### config.mk
export PLATFORM = sky130hd
export DESIGN_NAME = btn_event
export DESIGN_NICKNAME = d
export VERILOG_FILES = /design/src/rtl/btn_event.sv
export SDC_FILE = /design/constraint.sdc
export NUM_CORES = 1
export LEC_CHECK = 0
export CAP_MARGIN = 5
export CORE_MARGIN = 8
export CORE_UTILIZATION = 54
export DETAILED_ROUTE_END_ITERATION = 10
export HOLD_SLACK_MARGIN = 0.05
export PLACE_DENSITY = 0.76
export SLEW_MARGIN = 40
export SYNTH_ARGS = -nofsm -noshare
export SYNTH_HDL_FRONTEND = slang
export SYNTH_SLANG_ARGS = --single-unit
### constraint.sdc
create_clock -name clk_i -period 2.7 [get_ports clk_i]
set_clock_uncertainty 0.1 [all_clocks]
set_input_delay 0.405 -clock clk_i [delete_from_list [all_inputs] [get_ports clk_i]]
set_output_delay 0.405 -clock clk_i [all_outputs]
set_load 0.005 [all_outputs]
### src/rtl/btn_event.sv
// Button event decoder: turns the debounced button level into press/short/long/repeat/release
// pulses plus a held level. Define BTN_EVENT_REPEAT_EN to build the auto-repeat logic.
module btn_event #(
    parameter int unsigned LONG_TICKS   = 2000,
    parameter int unsigned REPEAT_TICKS = 250,
    parameter int unsigned CNT_W        = 12
) (
    input  logic clk_i,
    input  logic rst_i,
    input  logic clean_btn_i,
    output logic press_o,
    output logic short_press_o,
    output logic long_press_o,
    output logic repeat_o,
    output logic release_o,
    output logic held_o
);

    localparam logic [1:0] StWaitRel = 2'd0;
    localparam logic [1:0] StIdle    = 2'd1;
    localparam logic [1:0] StPressed = 2'd2;
    localparam logic [1:0] StLong    = 2'd3;

    localparam logic [CNT_W-1:0] HoldLast = CNT_W'(LONG_TICKS - 1);
    localparam logic [CNT_W-1:0] CntMax   = '1;

    localparam bit ParamsOk = (LONG_TICKS >= 2) && (REPEAT_TICKS >= 1) &&
                              (LONG_TICKS < (2 ** CNT_W)) && (REPEAT_TICKS < (2 ** CNT_W));

    if (!ParamsOk) begin : gen_param_err
        $error("btn_event: illegal LONG_TICKS/REPEAT_TICKS/CNT_W combination");
    end

    logic [1:0]       state_q, state_d;
    logic [CNT_W-1:0] hold_cnt_q, hold_cnt_d;
    logic             press_q, press_d;
    logic             short_press_q, short_press_d;
    logic             long_press_q, long_press_d;
    logic             repeat_q, repeat_d;
    logic             release_q, release_d;
    logic             held_q, held_d;

`ifdef BTN_EVENT_REPEAT_EN
    localparam logic [CNT_W-1:0] RepLast = CNT_W'(REPEAT_TICKS - 1);
    logic [CNT_W-1:0] rep_cnt_q, rep_cnt_d;
`endif

    always_comb begin
        state_d       = state_q;
        hold_cnt_d    = hold_cnt_q;
        press_d       = 1'b0;
        short_press_d = 1'b0;
        long_press_d  = 1'b0;
        repeat_d      = 1'b0;
        release_d     = 1'b0;
`ifdef BTN_EVENT_REPEAT_EN
        rep_cnt_d     = rep_cnt_q;
`endif
        case (state_q)
            StWaitRel: begin
                // A button held through reset must be released before it can generate events.
                if (!clean_btn_i) begin
                    state_d = StIdle;
                end
            end
            StIdle: begin
                if (clean_btn_i) begin
                    state_d    = StPressed;
                    press_d    = 1'b1;
                    hold_cnt_d = CNT_W'(1);
                end
            end
            StPressed: begin
                if (clean_btn_i) begin
                    if (hold_cnt_q == HoldLast) begin
                        state_d      = StLong;
                        long_press_d = 1'b1;
`ifdef BTN_EVENT_REPEAT_EN
                        rep_cnt_d    = '0;
`endif
                    end else if (hold_cnt_q != CntMax) begin
                        hold_cnt_d = hold_cnt_q + 1'b1;
                    end
                end else begin
                    state_d       = StIdle;
                    short_press_d = 1'b1;
                    release_d     = 1'b1;
                end
            end
            StLong: begin
                if (clean_btn_i) begin
`ifdef BTN_EVENT_REPEAT_EN
                    if (rep_cnt_q == RepLast) begin
                        repeat_d  = 1'b1;
                        rep_cnt_d = '0;
                    end else if (rep_cnt_q != CntMax) begin
                        rep_cnt_d = rep_cnt_q + 1'b1;
                    end
`endif
                end else begin
                    state_d   = StIdle;
                    release_d = 1'b1;
                end
            end
            default: state_d = StWaitRel;
        endcase
        held_d = (state_d == StPressed) || (state_d == StLong);
    end

    always_ff @(posedge clk_i) begin
        if (rst_i) begin
            state_q       <= StWaitRel;
            hold_cnt_q    <= '0;
            press_q       <= 1'b0;
            short_press_q <= 1'b0;
            long_press_q  <= 1'b0;
            repeat_q      <= 1'b0;
            release_q     <= 1'b0;
            held_q        <= 1'b0;
        end else begin
            state_q       <= state_d;
            hold_cnt_q    <= hold_cnt_d;
            press_q       <= press_d;
            short_press_q <= short_press_d;
            long_press_q  <= long_press_d;
            repeat_q      <= repeat_d;
            release_q     <= release_d;
            held_q        <= held_d;
        end
    end

`ifdef BTN_EVENT_REPEAT_EN
    always_ff @(posedge clk_i) begin
        if (rst_i) begin
            rep_cnt_q <= '0;
        end else begin
            rep_cnt_q <= rep_cnt_d;
        end
    end
`endif

    assign press_o       = press_q;
    assign short_press_o = short_press_q;
    assign long_press_o  = long_press_q;
    assign repeat_o      = repeat_q;
    assign release_o     = release_q;
    assign held_o        = held_q;

endmodule

==> out/summary.md <==
• **boundary pin count** 9
• **minimum clock period after layout** 2.246 ns
• **routed wire length** 2254 µm
• **total core area** 0.001689 mm²
• **unrepaired setup endpoints after global routing** no
• **average footprint of a synthesized cell** 8.557 µm²
• **cell with the most instances on the worst path** or4_1
• **number of max-cap violations** 0
• **post-CTS setup repair buffer count** 0
• **width of the die** 58.13 µm
• **routability congestion estimate** 0.8410
• **share of cell area taken by muxes after synthesis** 0
• **net count after synthesis** 119
• **router iterations before antenna repair** 5
• **maximum number of pins on one net before global-route repair** 16
• **Static Leakage** 0.3435 nW
• **total power per unit cell area** 453.7 mW/mm²
• **post-layout utilization of the core** 0.6385
• **hold-critical path depth** 2
• **clock group share of total power** 0.270
• **worst hold path class** reg2reg
• **total number of vias** 909
• **Total Die Area** 0.003379 mm²
• **root buffer cell** clkbuf_4
• **# rows** 15
• **Post-DP HPWL** 1693 µm
• **Worst Hold Endpoint** hold_cnt_q[11]
• **sw power** 0.1317 mW
• **Worst Hold Launch** hold_cnt_q[11]
• **number of vias per cell after detailed routing** 6.587
• **final setup violation count** 0
• **capture instance of the worst register-to-register path** hold_cnt_q[11]
• **initial standard-cell utilization of the core** 0.5674
• **Setup Crit Path Kind** reg2reg
• **count of inserted antenna diode cells** 0
• **arrival time reported for the critical path endpoint** 2.37 ns
• **final cycle utilization of the critical path** 0.8320
• **hold violation count in the final report** 0
• **compound-cell area share of the yosys netlist** 0.2311
• **number of unique standard cell types used by synthesis** 36
• **number of buffers added to fix hold violations after cts** 0
• **Adder-Cell Fraction of Synth Area** 0.05222
• **Synth Area in Simple Gates** 0.2846
• **number of DRC markers after the initial detailed-route iteration** 37
• **Post-Synthesis Cells** 112
• **number of slew-limit violations in the final report** 0
• **maximum clock insertion buffer count** 2
• **Slowest-stage cell, CP** or4_1
• **main combinational cell family by area after synthesis** simple AND/OR/NAND/NOR gates
• **launching element type of the critical path** register
• **delay of the slowest cell on the worst path** 0.56 ns
• **length in cells of the worst reg-to-reg path** 6
• **total global routing track utilization** 0.1368
• **Avg WL per Cell** 16.33 µm
• **cell internal power dissipation** 0.3577 mW
• **clock tree from TritonCTS** built
• **CP Capture Type** register
• **status** complete, no violations
• **largest fanout of any net on the critical path** 8
• **clock input transition at the sequential cells of the worst setup and hold paths** 0.10 ns
• **count of nets left with antenna violations after detail routing** 0
• **total DRC errors in the routed layout** 0
• **portion of total power attributed to sequential cells** 0.573
• **cell-by-cell listing of the critical path** inv_1 -> ha_1 -> o21ai_1 -> or4_1 -> or4_1 -> a21oi_1
• **number of buffers inserted during clock tree synthesis** 3
• **r2r startpoint** held_o
• **maximum vdd ir drop** 0.3175 mV
• **area of the mapped netlist** 958.4 µm²
• **clock net sink count** 18
• **commonest non-fill, non-tap cell in the layout** dfxtp_1
• **net total in the final layout** 130
• **placed cells** 135
• **switching power as a share of total power** 0.2691
• **part of the Yosys area used for sequential elements** 0.3760
• **later-pin clock latency in the skew report** 0.28 ns
• **total number of yosys warnings** 0
• **CTS H-Tree Depth** 1
• **global-route wire length before repair** 3643 µm
• **share of post-route cells with drive strength above 1** 0.1157
• **number of antenna violations at the first check in global routing** 0
• **share of power burned in combinational logic** 0.157
• **number of synthesized register bits** 18
• **overflow left after global routing** 0
• **slack of the worst reg-to-reg path** 0.45 ns
• **Post-Layout Cell Count** 138
• **XOR/XNOR Fraction of Synth Area** 0
• **via count of the first global-routing pass** 825
• **CP Data Required Time** 2.82 ns
• **commonest cells after routing, fill and taps aside** dfxtp_1 (18), nand2_1 (9), a21oi_1 (9), clkdlybuf4s50_1 (7)
• **area growth from synthesis to layout** 12.53%
• **Die Height** 58.13 µm
• **Resized cells post-CTS** 0
• **PortBufs** 7
• **achievable clock frequency** 445.2 MHz
• **post-route setup TNS** 0 ns
==> layer usage <==
| layer | global-route usage | wire (µm) | vias to the layer above |
|---|---|---|---|
| met3 | 0.02428 | 156 | 14 |
| met5 | 0 | 0 | - |
| li1 | - | - | 443 |
| met1 | 0.1618 | 974 | 413 |
| met2 | 0.2404 | 1068 | 39 |
| met4 | 0.04545 | 55 | 0 |
==> critical path, delay by kind of cell (launching register included) <==
family                   cells  cell delay, ns
AO/OA/AOI/OAI                2            0.29
flip-flops                   1            0.37
adder cells (fa/ha/maj)      1            0.34
buffers and inverters        1            0.08
AND/OR/NAND/NOR              2            0.99
==> state kept, by name, indices dropped and copies added (netlist names) <==
signal         count
held_o             1
hold_cnt_q        12
short_press_o      1
long_press_o       1
release_o          1
state_q            1
press_o            1
==> worst max-delay path by stage <==
stage,from,to,slack (ns),cells past startpoint
floorplan,held_o,hold_cnt_q[0],0.50,7
global placement,clean_btn_i,hold_cnt_q[11],0.47,5
detailed placement,clean_btn_i,hold_cnt_q[11],0.41,5
CTS,held_o,state_q[0],0.46,5
global route,held_o,hold_cnt_q[11],0.27,6
finish,held_o,hold_cnt_q[11],0.45,6
==> power by group through the flow <==
stage | Combinational [mW] | Clock [mW] | Sequential [mW]
after floorplan | 0.0513 | 0 | 0.285
after global placement | 0.0731 | 0 | 0.286
after detailed placement | 0.0762 | 0 | 0.286
after CTS | 0.0766 | 0.134 | 0.280
after global routing | 0.0836 | 0.150 | 0.281
final | 0.0771 | 0.132 | 0.280
==> per-stage QoR <==
| stage | total power, mW | setup slack [ns] | hold WS (ns) | instance area [µm²] |
|---|---|---|---|---|
| 2_1_floorplan | 0.3365 | 0.5010 | 0.3653 | 958.4 |
| 3_3_place_gp | 0.3589 | 0.4723 | 0.3888 | 1056 |
| 3_5_place_dp | 0.3626 | 0.4051 | 0.4038 | 1056 |
| 4_1_cts | 0.4903 | 0.4577 | 0.4194 | 1079 |
| 5_1_grt | 0.5144 | 0.2730 | 0.4524 | 1079 |
| 6_report | 0.4894 | 0.4536 | 0.4260 | 1079 |
==> Yosys cell counts (all sizes together) <==
cell type,number,share of area
nor3,1,0.0052
or4b,1,0.014
a31oi,1,0.0065
o2111ai,1,0.0091
nand3,5,0.026
nor2,6,0.023
or4,6,0.051
nand4b,1,0.0091
ha,4,0.052
o21ai,6,0.031
o221a,1,0.012
clkbuf,3,0.012
a21oi,9,0.047
a311oi,1,0.0091
and2,1,0.0065
conb,1,0.0039
a221oi,1,0.016
dfxtp,18,0.38
buf,4,0.029
a211o,1,0.0091
o31ai,6,0.047
inv,3,0.012
nor4,1,0.0065
nor3b,2,0.016
a211oi,4,0.037
nand2,9,0.035
and3,2,0.013
nor2b,2,0.013
nand2b,1,0.0065
a21o,1,0.0078
or3,4,0.026
nand4,5,0.033
==> area by class of cell <==
type / count / area [µm²]
fillers: 135 / 610.6
multi-input cells: 84 / 548.0
flip-flops and latches: 18 / 360.3
repair buffers: 13 / 115.1
clock buffers: 3 / 22.52
well taps: 17 / 21.27
inverters: 3 / 11.26
==> cell families (layout without fill, tap and decap cells) <==
logic type | Yosys count | count (layout)
and+or+nand+nor | 47 | 47
buffers and inverters | 10 | 19
other | 1 | 1
DFF | 18 | 18
AOI/OAI and AO/OA | 32 | 32
adders and majority gates | 4 | 4
Note: power is estimated with default switching activity, not from simulation.
